**config.mk**
```make
export PLATFORM = sky130hd
export DESIGN_NAME = gmii_tx_arb
export DESIGN_NICKNAME = d
export VERILOG_FILES = /design/src/rtl/gmii_tx_arb.sv
export SDC_FILE = /design/constraint.sdc
export NUM_CORES = 1
export LEC_CHECK = 0
export ABC_AREA = 1
export ABC_CLOCK_PERIOD_IN_PS = 2200
export BUFFER_PORTS_ARGS = -buffer_cell sky130_fd_sc_hd__buf_2
export CORE_MARGIN = 2
export CORE_UTILIZATION = 50
export DETAILED_ROUTE_END_ITERATION = 10
export PLACE_DENSITY = 0.83
export SYNTH_ARGS = -nofsm -noshare
export SYNTH_HDL_FRONTEND = slang
export SYNTH_SLANG_ARGS = --single-unit
```
**constraint.sdc**
```tcl
create_clock -name sys_clk -period 2.2 [get_ports sys_clk]
set_clock_uncertainty 0.1 [all_clocks]
set_input_delay 0.33 -clock sys_clk [delete_from_list [all_inputs] [get_ports sys_clk]]
set_output_delay 0.33 -clock sys_clk [all_outputs]
set_load 0.01 [all_outputs]
```
**src/rtl/gmii_tx_arb.sv**
```systemverilog
// gmii_tx_arb: frame-atomic N-channel arbiter for the byte-wide GMII transmit path.
// A channel is granted in IDLE, holds the grant for one whole frame, and the
// arbiter then enforces an inter-frame gap before the next arbitration.
module gmii_tx_arb #(
    parameter int N_CH          = 2,
    parameter int DATA_W        = 8,
    parameter int ARB_MODE      = 0,
    parameter int IFG_CYCLES    = 12,
    parameter int GRANT_TIMEOUT = 16,
    localparam int OW = (N_CH > 1) ? $clog2(N_CH) : 1
) (
    input  logic                   sys_clk,
    input  logic                   sys_rst,
    input  logic [N_CH-1:0]        ch_req,
    output logic [N_CH-1:0]        ch_grant,
    input  logic [N_CH-1:0]        ch_txen,
    input  logic [N_CH*DATA_W-1:0] ch_txdata,
    input  logic                   gmii_txbusy,
    output logic                   gmii_txen,
    output logic [DATA_W-1:0]      gmii_txdata,
    output logic [OW-1:0]          arb_owner,
    output logic                   arb_busy,
    output logic                   err_timeout
);

    localparam int TW = $clog2(GRANT_TIMEOUT + 1);
    localparam int IW = $clog2(IFG_CYCLES + 1);

    localparam logic [1:0] IDLE  = 2'd0;
    localparam logic [1:0] GRANT = 2'd1;
    localparam logic [1:0] SEND  = 2'd2;
    localparam logic [1:0] IFG   = 2'd3;

    logic [1:0]        state;
    logic [OW-1:0]     rr_ptr;
    logic [TW-1:0]     tmo_cnt;
    logic [IW-1:0]     ifg_cnt;
    logic [OW-1:0]     winner;
    logic [N_CH-1:0]   winner_oh;
    logic              own_txen;
    logic [DATA_W-1:0] own_data;
    logic              vld_p0;
    logic [DATA_W-1:0] data_p0;
    logic              vld_p1;
    logic [DATA_W-1:0] data_p1;

    // Fixed priority takes the lowest requester; round robin starts the search
    // just above the last owner, so the last owner is considered last.
    function automatic logic [OW-1:0] pick_winner(input logic [N_CH-1:0] req,
                                                  input logic [OW-1:0]   ptr);
        logic [OW-1:0] win;
        logic          found;
        int            idx;
        win   = '0;
        found = 1'b0;
        for (int i = 1; i <= N_CH; i++) begin
            if (ARB_MODE == 0) idx = i - 1;
            else               idx = (int'(ptr) + i) % N_CH;
            if (!found && req[idx]) begin
                win   = OW'(idx);
                found = 1'b1;
            end
        end
        return win;
    endfunction

    assign winner   = pick_winner(ch_req, rr_ptr);
    assign arb_busy = (state != IDLE);

    // One-hot form of the arbitration winner
    always_comb begin
        winner_oh = '0;
        for (int k = 0; k < N_CH; k++) begin
            winner_oh[k] = (int'(winner) == k);
        end
    end

    // Select the current owner's enable and data
    always_comb begin
        own_txen = 1'b0;
        own_data = '0;
        for (int k = 0; k < N_CH; k++) begin
            if (int'(arb_owner) == k) begin
                own_txen = ch_txen[k];
                own_data = ch_txdata[k*DATA_W +: DATA_W];
            end
        end
    end

    // Stage p0: only the owner's bytes pass, and only while it holds the grant
    assign vld_p0  = own_txen && ((state == GRANT) || (state == SEND));
    assign data_p0 = vld_p0 ? own_data : '0;

    // Arbitration FSM: grant, frame tracking, grant timeout and inter-frame gap
    always_ff @(posedge sys_clk or posedge sys_rst) begin
        if (sys_rst) begin
            state       <= IDLE;
            ch_grant    <= '0;
            arb_owner   <= '0;
            rr_ptr      <= OW'(N_CH - 1);
            tmo_cnt     <= '0;
            ifg_cnt     <= '0;
            err_timeout <= 1'b0;
        end else begin
            err_timeout <= 1'b0;
            case (state)
                IDLE: begin
                    if ((|ch_req) && !gmii_txbusy) begin
                        ch_grant  <= winner_oh;
                        arb_owner <= winner;
                        rr_ptr    <= winner;
                        tmo_cnt   <= '0;
                        state     <= GRANT;
                    end
                end
                GRANT: begin
                    if (own_txen) begin
                        state <= SEND;
                    end else if (tmo_cnt == TW'(GRANT_TIMEOUT - 1)) begin
                        ch_grant    <= '0;
                        err_timeout <= 1'b1;
                        state       <= IDLE;
                    end else begin
                        tmo_cnt <= tmo_cnt + 1'b1;
                    end
                end
                SEND: begin
                    if (!own_txen) begin
                        ch_grant <= '0;
                        ifg_cnt  <= '0;
                        state    <= IFG;
                    end
                end
                IFG: begin
                    if (!gmii_txbusy) begin
                        if (ifg_cnt == IW'(IFG_CYCLES - 1)) state <= IDLE;
                        else                                ifg_cnt <= ifg_cnt + 1'b1;
                    end
                end
                default: state <= IDLE;
            endcase
        end
    end

    // Stage p1: registered output byte, cleared on reset so a frame is cut short
    always_ff @(posedge sys_clk or posedge sys_rst) begin
        if (sys_rst) begin
            vld_p1  <= 1'b0;
            data_p1 <= '0;
        end else begin
            vld_p1  <= vld_p0;
            data_p1 <= data_p0;
        end
    end

    assign gmii_txen   = vld_p1;
    assign gmii_txdata = data_p1;

endmodule

```
# Yosys cells after proc, flatten, opt, wreduce, memory -nomap -nowiden
# Index checks and enable logic that the tools add are counted.
# W data, S select, Z words.
[word_totals]
regBits = 24
in_bits = 23
out_inout_bits = 14
wordCells = 69
[classes]
addsub = 2
eq_ne = 14
muxes = 27
bitwise = 1
n_reduce_logical = 17
[ops]
columns = ["operator", "count"]
rows = [
  ["$mux W2", 9],
  ["$mux W8", 2],
  ["$mux W5", 3],
  ["$ne A2 B2 Y1 const B", 7],
  ["$mux W4", 3],
  ["$pmux W5 S2", 1],
  ["$reduce_and A5 Y1", 2],
  ["$pmux W2 S4", 1],
  ["$pmux W4 S2", 1],
  ["$reduce_and A4 Y1", 2],
  ["$mux W1", 6],
  ["$pmux W2 S3", 1],
  ["$reduce_bool A2 Y1", 3],
  ["$add A5 B1 Y5 const B", 1],
  ["$eq A5 B4 Y1 const B", 1],
  ["$add A4 B1 Y4 const B", 1],
  ["$eq A2 B2 Y1 const B", 2],
  ["$eq A4 B4 Y1 const B", 1],
  ["$logic_and A1 B1 Y1", 3],
  ["$ne A3 B2 Y1 const B", 1],
  ["$reduce_bool A3 Y1", 1],
  ["$eq A2 B1 Y1 const B", 1],
  ["$logic_not A1 Y1", 2],
  ["$logic_not A2 Y1", 1],
  ["5 further kinds", 5],
]

# Logic depth before layout (Yosys ltp)
[depth]
word_depth = 7
depth_mapped = 11
mapped_depth_nobuf = 11

# Least setup slack after synthesis
# OpenSTA, ideal clock, no wires.
[synth_timing]
path_kind = "register -> register"
start = "reg tmo_cnt[0]"
end = "reg tmo_cnt[1]"
arrival_ps = 1429
required_ps = 2035
path_slack_ps = 606
stages_incl_launch_ff = 12
synth_period_minus_slack_ps = 1594
path_cell_list = "dfrtp_1 -> ha_1 -> nand2_1 -> nor2_1 -> ha_1 -> inv_1 -> nand2_1 -> o21ai_0 -> inv_1 -> nor2_1 -> nand3_1 -> nand2_1"
[synth_between]
elab_chain_cells = 4
[synth_lines]
columns = ["item", "line_no", "text"]
rows = [
  ["start, declared", "36", "logic [TW-1:0] tmo_cnt;"],
  ["start signal, assigned", "124", "tmo_cnt <= tmo_cnt + 1'b1;"],
  ["$add A5 B1 Y5", "124", ""],
  ["$mux W5", "119", "end else if (tmo_cnt == TW'(GRANT_TIMEOUT - 1)) begin"],
  ["$mux W5", "117", "if (own_txen) begin"],
  ["$pmux W5 S2", "106", "case (state)"],
]
# Several ways; a longest one is shown, not always the timed one. The select of a mux whose other input is x is not followed.
# A chain may end at the register's enable or synchronous reset.

# Worst setup path after layout
[layout_timing]
start = "reg state[0]"
end = "out arb_busy"
[layout_between]
elab_chain_cells = 1
[layout_lines]
columns = ["item", "line_no", "text"]
rows = [
  ["start, declared", "34", "logic [1:0] state;"],
  ["start signal, assigned", "97", "state <= IDLE;"],
  ["start signal, assigned", "113", "state <= GRANT;"],
  ["start signal, assigned", "118", "state <= SEND;"],
  ["$reduce_bool A2 Y1", "68", "assign arb_busy = (state != IDLE);"],
  ["end, declared", "22", "output logic arb_busy,"],
]
# Every way passes these cells.

==> out/metrics.csv <==
metric,value,unit
status,"finished, final reports clean",
cap_violations,0,
crit_family,flip-flops,
vdd_drop_max,0.735,mV
hold_viol,0,
cp.required,1.77,ns
yosysUniqueCellTypes,23,
hpwl,2210,um
cp_max_fo,6,
drv_slew,0,
setup_violations,0,
die_area,3050,sq um
cts_resized,0,
cp.buffers_inverters,3,
dieWidth,55.2,um
fill_cells,224,
synth_edf_count,0,
ys_ff_latch,24,
yosysTopAreaCell,dfrtp_1,
wl,2840,um
fin_util,63.5,%
port-buffer-count,36,
drive_gt1_share,28.1,%
syn-cell-area,1310,sq um
arrival,1.39,ns
ys_seq_area_share,45.8,%
grt_max_degree,25,
cp-end-kind,output pin,
drtAntennaViolNets,0,
register_area,601,sq um
fmax,550,MHz
reg2reg_slack,0.39,ns
diodes,0,
cp-start-kind,flip-flop,
clk_pin_slew,0.13,ns
synth_top_area_share,45.8,%
h-tree-depth,1,
grt_pass1_vias,1189,
yosys-top-cells-count,"nand2_1, dfrtp_1, inv_1, a21oi_1, nand3_1",
clock_latency,0.31,ns
grt_overflow,0,
dr.pass1.iters,4,
rows,18,
path_class,flip-flop to output pin,
clock_sinks,24,
cts_setup_buffers,0,
grt_first_pass_wirelength,4950,um
drtIter0Drc,40,
vias,1172,
period_minus_slack,1.82,ns
async_flop_share,100,%
core,2480,sq um
relSlewSlack,80.1,%
drc_errors,0,
die-height,55.2,um
tritoncts,built,
antenna_found_initial,0,
p_leak,0.000874,uW
synth_fp_nets,188,
tns,0,ns
crit_top_cell,inv_1,
ioPinCount,37,
synth.area.top_cells,"dfrtp_1, nand2_1, ha_1",
cp_slowest_cell,dfrtp_1,
clockBufferDepth,2,
cp_cell_sequence,"inv_1, ha_1, inv_1, buf_2",
yosysMostFrequentCell,nand2_1,
synth_ff_type,dfrtp_1,
initial_core_util,52.9,%
yosysWarnings,0,
min_period_over_period,82.7,%
layout.nets,230,
synth_cells,158,
tightest_slew,0.295,ns
routed_via_density,5.12,
syn-mean-instance-area,8.30,sq um
rsz0062_at_grt,no,
power_density,1130,nW/um^2
place_congestion,0.842,
wl_per_cell,12.4,um
cts-root-buf,clkbuf_4,
multi_input_area,619,sq um
grt_usage,19.7,%
slowest_delay,0.46,ns
area_delta_synth_final,20.0,%
cts_made_buffers,3,
hold_class,input port to flip-flop,
state kept, by name, summed over array words and instances (netlist names), named ones only:
register and count:
ifg_cnt 4, err_timeout 1, state 1, arb_owner 1
tmo_cnt 5, gmii_txen 1, gmii_txdata 8, ch_grant 2
cells by family (layout without fill, tap and decap cells):
| family | count (synthesis) | after routing | synth area share [%] |
|---|---|---|---|
| xor gates and xnor gates | 2 | 2 | 1.34 |
| adders and majority gates | 7 | 7 | 6.68 |
| DFF | 24 | 24 | 45.8 |
| and+or+nand+nor | 79 | 79 | 28.9 |
| buffers and inverters | 22 | 63 | 6.97 |
| AOI/OAI and AO/OA | 24 | 24 | 10.3 |
final cells by class:
| type | instances | area share (%) |
|---|---|---|
| repair buffers | 39 | 13.0 |
| flip-flops and latches | 24 | 38.2 |
| multi-input cells | 112 | 39.3 |
| clock buffers | 4 | 2.31 |
| inverters | 20 | 4.77 |
| well taps | 30 | 2.38 |
worst min-delay path, cell delays in order:
cell and delay [ns]:
buf_2 0.09, nand2_1 0.05, a21oi_1 0.06
metrics by stage:
step           hold WS, ns  power [uW]  setup slack (ns)  area, sq um  instances
4_1_cts              0.138        1800             0.383         1570        229
3_3_place_gp         0.283        1500             0.526         1530        224
6_report             0.150        1780             0.380         1570        229
2_1_floorplan        0.245        1300             0.606         1310        158
5_1_grt              0.139        1930             0.222         1570        229
3_5_place_dp         0.291        1560             0.432         1530        224
final timing paths:
kind / depth (start not counted) / startpoint / to
worst max-delay path: 4 / state[0] / arb_busy
worst min-delay path: 3 / ch_txdata[14] / gmii_txdata[6]
worst max register to register: 10 / tmo_cnt[0] / tmo_cnt[0]
worst min register to register: 2 / tmo_cnt[4] / tmo_cnt[4]
max in group asynchronous: 4 / sys_rst / gmii_txdata[5]
min in group asynchronous: 4 / sys_rst / arb_owner
timing repair:
action / in CTS / in global routing
hold buffers: 1 / 0
hold endpoints to repair: 24 / 0
endpoints found under the setup margin: 0 / 0
per-layer routing:
metal	share of wire, %	global-route usage, %
met2	50	35.2
met4	1.1	5.57
met3	6.1	3.04
met5	0	0
met1	43	24.6
report_power, final:
part | switching, uW | leakage [uW] | internal [uW]
logic | 574 | 0.000531 | 315
registers | 91.8 | 0.000323 | 570
clock network | 131 | 0.0000210 | 101
total | 797 | 0.000874 | 987
cell usage in the layout (no fill, tap or decap):
cell type,n
a21oi_1,10
buf_2,36
buf_4,2
clkbuf_4,3
clkbuf_8,1
dfrtp_1,24
dlygate4sd3_1,1
ha_1,7
inv_1,18
inv_2,2
nand2_1,49
nand2_2,4
nand2_4,2
nand3_1,9
nand3_4,2
nand3b_1,1
nand4_1,2
nor2_1,8
nor2_4,1
o21ai_0,8
o21ai_1,1
o21ai_2,2
o21bai_1,1
o31ai_1,2
or2_2,1
xor2_1,2
No activity file was read; power rests on OpenSTA's default activity.
